==> src/rtl/led_pattern_pkg.sv <==
// Shared definitions for the LED pattern sequencer: channel play modes and reset pattern.
// Pure declarations; no timing or flow-control behaviour.
package led_pattern_pkg;

  typedef enum logic [1:0] {
    MODE_OFF     = 2'd0,
    MODE_ON      = 2'd1,
    MODE_LOOP    = 2'd2,
    MODE_ONESHOT = 2'd3
  } mode_e;

  localparam logic [31:0] PAT_DEFAULT_C = 32'h0000_3C05;

endpackage

==> src/rtl/led_pattern_channel.sv <==
// One LED channel: stores pattern/len/mode/idx and advances on the shared step tick.
// LED is registered (1 cycle from state); config is accepted unconditionally, no backpressure.
module led_pattern_channel
  import led_pattern_pkg::*;
#(
  parameter int              PAT_W       = 32,
  parameter logic [PAT_W-1:0] PAT_DEFAULT = '0,
  localparam int             IW          = $clog2(PAT_W),
  localparam int             LW          = $clog2(PAT_W) + 1
) (
  input  logic             i_clk,
  input  logic             i_rst_n,
  input  logic             i_step_tick,
  input  logic             i_sync,
  input  logic             i_wr_en,
  input  logic [PAT_W-1:0] i_cfg_pattern,
  input  logic [LW-1:0]    i_cfg_len,
  input  mode_e            i_cfg_mode,
  output logic             o_led,
  output logic             o_busy
);

  logic [PAT_W-1:0] r_pattern;
  logic [LW-1:0]    r_len;
  mode_e            r_mode;
  logic [IW-1:0]    r_idx;
  logic             r_led;
  logic             r_busy;

  logic w_last;
  logic w_led_nxt;

  // r_len is always 1..PAT_W, so len-1 never underflows
  assign w_last = ({1'b0, r_idx} == (r_len - LW'(1)));

  always_comb begin
    w_led_nxt = 1'b0;
    case (r_mode)
      MODE_OFF:     w_led_nxt = 1'b0;
      MODE_ON:      w_led_nxt = 1'b1;
      MODE_LOOP:    w_led_nxt = r_pattern[r_idx];
      MODE_ONESHOT: w_led_nxt = r_pattern[r_idx];
      default:      w_led_nxt = 1'b0;
    endcase
  end

  always_ff @(posedge i_clk) begin
    if (!i_rst_n) begin
      r_pattern <= PAT_DEFAULT;
      r_len     <= LW'(PAT_W);
      r_mode    <= MODE_LOOP;
      r_idx     <= '0;
      r_led     <= 1'b0;
      r_busy    <= 1'b0;
    end else begin
      r_led <= w_led_nxt;
      // A write beats sync, and sync beats a step advance in the same cycle
      if (i_wr_en) begin
        r_pattern <= i_cfg_pattern;
        r_len     <= i_cfg_len;
        r_mode    <= i_cfg_mode;
        r_idx     <= '0;
        r_busy    <= (i_cfg_mode == MODE_ONESHOT);
      end else if (i_sync) begin
        r_idx <= '0;
      end else if (i_step_tick) begin
        case (r_mode)
          MODE_LOOP: begin
            r_idx <= w_last ? '0 : r_idx + IW'(1);
          end
          MODE_ONESHOT: begin
            if (w_last) begin
              r_mode <= MODE_OFF;
              r_busy <= 1'b0;
            end else begin
              r_idx <= r_idx + IW'(1);
            end
          end
          default: begin
            r_idx <= r_idx;
          end
        endcase
      end
    end
  end

  assign o_led  = r_led;
  assign o_busy = r_busy;

endmodule

==> src/rtl/led_pattern_sequencer.sv <==
// Multi-channel LED pattern engine: shared step prescaler, config decode/len clamp, channels.
// LED registered 1 cycle after state; cfg_ready follows RST_N, so writes never stall.
module led_pattern_sequencer
  import led_pattern_pkg::*;
#(
  parameter int               NUM_CH      = 3,
  parameter int               PAT_W       = 32,
  parameter int               PRESCALE    = 2097152,
  parameter logic [PAT_W-1:0] PAT_DEFAULT = PAT_W'(PAT_DEFAULT_C),
  localparam int              CHW         = (NUM_CH > 1) ? $clog2(NUM_CH) : 1,
  localparam int              LW          = $clog2(PAT_W) + 1,
  localparam int              PSW         = $clog2(PRESCALE)
) (
  input  logic              CLK,
  input  logic              RST_N,
  input  logic              cfg_valid,
  output logic              cfg_ready,
  input  logic [CHW-1:0]    cfg_ch,
  input  logic [PAT_W-1:0]  cfg_pattern,
  input  logic [LW-1:0]     cfg_len,
  input  logic [1:0]        cfg_mode,
  input  logic              sync,
  output logic [NUM_CH-1:0] LED,
  output logic [NUM_CH-1:0] busy,
  output logic              USBPU
);

  logic [PSW-1:0]    r_presc;
  logic              w_step_tick;
  logic              w_cfg_fire;
  logic [LW-1:0]     w_cfg_len;
  logic [NUM_CH-1:0] w_led;
  logic [NUM_CH-1:0] w_busy;

  assign cfg_ready   = RST_N;
  assign w_cfg_fire  = cfg_valid && cfg_ready;
  assign w_step_tick = (r_presc == PSW'(PRESCALE - 1));

  // Zero or over-long lengths play the full pattern
  assign w_cfg_len = ((cfg_len == '0) || (cfg_len > LW'(PAT_W))) ? LW'(PAT_W) : cfg_len;

  always_ff @(posedge CLK) begin
    if (!RST_N) begin
      r_presc <= '0;
    end else if (sync || w_step_tick) begin
      r_presc <= '0;
    end else begin
      r_presc <= r_presc + PSW'(1);
    end
  end

  // Out-of-range cfg_ch matches no channel, so the write is silently dropped
  for (genvar g = 0; g < NUM_CH; g++) begin : g_ch
    logic w_wr_en;
    assign w_wr_en = w_cfg_fire && (cfg_ch == CHW'(g));

    led_pattern_channel #(
      .PAT_W       (PAT_W),
      .PAT_DEFAULT (PAT_DEFAULT)
    ) u_channel (
      .i_clk         (CLK),
      .i_rst_n       (RST_N),
      .i_step_tick   (w_step_tick),
      .i_sync        (sync),
      .i_wr_en       (w_wr_en),
      .i_cfg_pattern (cfg_pattern),
      .i_cfg_len     (w_cfg_len),
      .i_cfg_mode    (mode_e'(cfg_mode)),
      .o_led         (w_led[g]),
      .o_busy        (w_busy[g])
    );
  end

  assign LED   = w_led;
  assign busy  = w_busy;
  assign USBPU = 1'b0;

endmodule

==> config.mk <==
export PLATFORM = sky130hd
export DESIGN_NAME = led_pattern_sequencer
export DESIGN_NICKNAME = d
export VERILOG_FILES = /design/src/rtl/led_pattern_pkg.sv /design/src/rtl/led_pattern_channel.sv /design/src/rtl/led_pattern_sequencer.sv
export SDC_FILE = /design/constraint.sdc
export NUM_CORES = 1
export LEC_CHECK = 0
export BUFFER_PORTS_ARGS = -buffer_cell sky130_fd_sc_hd__buf_2
export CAP_MARGIN = 25
export CORE_UTILIZATION = 61
export DETAILED_ROUTE_END_ITERATION = 10
export HOLD_SLACK_MARGIN = 0.12
export PLACE_DENSITY = 0.77
export REMOVE_ABC_BUFFERS = 1
export SETUP_SLACK_MARGIN = 0.3
export SLEW_MARGIN = 20
export SYNTH_ARGS = -nofsm -noshare
export SYNTH_HDL_FRONTEND = slang
export SYNTH_HIERARCHICAL = 1
export SYNTH_SLANG_ARGS = --single-unit
==> constraint.sdc <==
create_clock -name CLK -period 2.9 [get_ports CLK]
set_input_delay 0.435 -clock CLK [delete_from_list [all_inputs] [get_ports CLK]]
set_output_delay 0.435 -clock CLK [all_outputs]
set_load 0.02 [all_outputs]
==> flow_summary.ini <==
[logic_synthesis]
synth_seq_area_share_pct = 39.21
syn_area_sq_mm = 0.008272
synth_area_leaders = dfxtp_1 (39%), mux2i_1 (15%), nor2b_1 (7.5%), mux4_2 (4.9%), nand3_1 (4.0%)
synth_top_cell_area_share_pct = 39.21
synth-compound-area-share_pct = 4.372
synth_fa_ha_area_share_pct = 1.059
synthMuxAreaShare_pct = 21.06
netlist_instances = 854
synth_ff_type = dfxtp_1
synth_edf_count = 0
synth_seq_cells = 162
synthXorXnorAreaFrac_pct = 4.341
synth-warning-count = 6
synth_top_family_by_area = simple AND/OR/NAND/NOR gates
synth_cell_types = 49
syn_avg_cell_area_sq_um = 9.686
yosysTopAreaCell = dfxtp_1
synthArstFlopShare_pct = 0
synth_simple_gate_area_share_pct = 23.84

[critical_path]
cpPeakStageDelay_ns = 0.53
cp_slowest_cell = or4_4
path_class = reg -> reg
cp-start-kind = flop
critical_path_required_ns = 3.27
path_max_fanout = 10
endpoint_kind = flop
arrival_ns = 2.81
worstPathCellList = ha_4, nand3_4, or4_4, nor2_1, buf_4, nand2_2, or3_1, a21oi_1, o21ai_0, nand3_1

[cells_and_area]
fin_cells = 1062
layout.nets = 926
syn_to_final_growth_pct = 10.15
fill_cells = 1017
n_antenna_cell = 0
multi_input_area_sq_mm = 0.004593
ff_latch_area_sq_mm = 0.003246
drive_above_1_share_pct = 16.70

[timing]
rsz0062_at_grt = false
slew_headroom_pct = 39.86
hold_viol_final = 0
period_needed_ns = 2.443
setup_viol = 0
max_freq_mhz = 409.4
clock_skew_ns = 0.01209
fin_crit_sh_pct = 84.24
drv_slew = 0
fin_worst_hold_slack_ns = 0.2514
tightest_slew_ns = 0.9008

[run_status]
status = finished, final reports clean

[route]
drt_wl_total_um = 19470
antenna_left = 0
drtPass1Iterations = 5
via_per_inst = 6.036
num_vias = 6410
wl_per_cell_um = 18.33
drc_errors = 0
drt-initial-drc-count = 623

[power]
power_leakage_nw = 3.039
ir_drop_v = 0.0004818
p_total_mw = 4.855
power_density_mw_per_mm2 = 532.8

[clocking]
postCtsHoldBufs = 0
cts_buffer_depth = 2
cts_tree = yes
clk_pin_slew_ns = 0.07
cts.sinks = 162
clk_latency_ns = 0.43
numCtsBuffers = 17
cts.htree.levels = 4
post-cts-setup-buffer-count = 0
ctsRootBufferMaster = clkbuf_16

[floorplan]
fp-row-count = 42
dieArea_sq_mm = 0.01403
core_sq_mm = 0.01324
io_pins = 54
die_w_um = 118.4
initial_utilization_pct = 62.46
die_h_um = 118.4

[placed_design]
dp_hpwl_um = 12930
place_congestion = 0.9657
dp_cells = 1030
io_buffers = 52

[run]
maxCapViolations = 0

[grt]
antenna_found_initial = 0
grt.overflow.total = 0
grt_pass1_wl_um = 31850
grt_usage_pct = 28.89
grt_pass1_vias = 6211
grt_max_degree = 112

[worst_hold_path]
min_path_type = in -> reg
[stage by stage]
stage | TNS [ns] | area, sq um | util [%] | worst slack (ns)
after floorplan | -337.66 | 7833 | - | -2.961
after global placement | 0 | 8456 | 63.85 | 0.4419
after detailed placement | 0 | 8456 | 63.85 | 0.3195
after CTS | 0 | 9061 | 68.42 | 0.3663
after global routing | 0 | 9111 | 68.80 | 0.3240
final | 0 | 9111 | 68.80 | 0.4571
[path summary, 6_finish.rpt]
path	start	endpoint	slack [ns]	depth (start not counted)
hold / removal	cfg_pattern[0]	g_ch[1].u_channel/r_pattern[0]$_SDFFE_PN1P_	0.25	3
setup / recovery	r_presc[0]$_SDFF_PP0_	g_ch[1].u_channel/r_idx[4]$_SDFFE_PP0P_	0.46	10
setup reg to reg	r_presc[0]$_SDFF_PP0_	g_ch[1].u_channel/r_idx[4]$_SDFFE_PP0P_	0.46	10
hold reg to reg	g_ch[1].u_channel/r_pattern[0]$_SDFFE_PN1P_	g_ch[1].u_channel/r_pattern[0]$_SDFFE_PN1P_	0.47	2
[worst max-delay path: cells and delay by family, from the launching register on]
family,cells,cell delay [ns]
buffers and inverters,1,0.18
and+or+nand+nor,6,1.39
adders and majority gates,1,0.17
AOI/OAI and AO/OA,2,0.24
DFF,1,0.38
[cell usage in the layout, fill, tap and decap left out, types with 6 or more instances in the layout]
master and count:
dfxtp_1 160, mux2i_1 120, nor2b_1 99, nand3_1 65
buf_2 51, nand2_1 50, nor2_1 32, or3_1 25
xnor2_1 25, o21ai_0 23, mux4_2 18, inv_1 17
clkbuf_16 17, nand4_1 16, xor2_1 16, buf_4 15
mux2_2 12, nor3_1 10, a21oi_1 9, nand3b_1 9
or4_1 8, nor3b_1 6, ha_1 6
[kinds of logic after synthesis]
logic type / Yosys count
AND/OR/NAND/NOR: 352
multiplexers: 150
AO/OA/AOI/OAI: 57
XOR/XNOR: 41
other: 1
flip-flops: 162
buffers and inverters: 84
adder cells (fa/ha/maj): 7
[registers in the layout, summed over array words and instances (netlist names)]
signal	count
g_ch.u_channel/o_busy	3
g_ch.u_channel/r_idx	15
g_ch.u_channel/o_led	3
g_ch.u_channel/r_len	18
r_presc	21
g_ch.u_channel/r_pattern	96
g_ch.u_channel/r_mode	6
[metal layers]
| layer | up-vias | share of wire (%) | GRT usage, % |
|---|---|---|---|
| met5 | - | 0 | 0 |
| li1 | 3040 | - | - |
| met2 | 240 | 49 | 47.98 |
| met1 | 3087 | 43 | 36.84 |
| met4 | 0 | 2.2 | 9.968 |
| met3 | 43 | 6.2 | 6.805 |
[cell type report]
type                       count  share of cell area [%]
multi-input combinational    608                   50.41
sequential                   162                   35.62
clock buffer                  18                   4.710
timing repair buffer          67                   4.257
tap                          176                   2.417
clock inverter                14                   1.881
inverter                      17                  0.7004
[repair_timing]
action	CTS	global route
cloned	0	0
gates resized for setup	1	9
setup endpoints to repair	2	15
[report_power, final]
group          switching, mW  internal (mW)  leakage, nW  total [mW]
Clock                  0.972           1.30        0.285        2.27
Sequential            0.0280           2.26         1.31        2.29
Combinational          0.166          0.124         1.44       0.290
[synth_stat cells (18+ instances only)]
master	number
nor2b_1	99
nor2_1	32
o21ai_0	23
nand3_1	66
mux4_2	18
or3_1	25
dfxtp_1	162
clkbuf_1	18
xnor2_1	25
nand2_1	50
buf_2	24
mux2i_1	120
No activity file was read; power rests on OpenSTA's default activity.
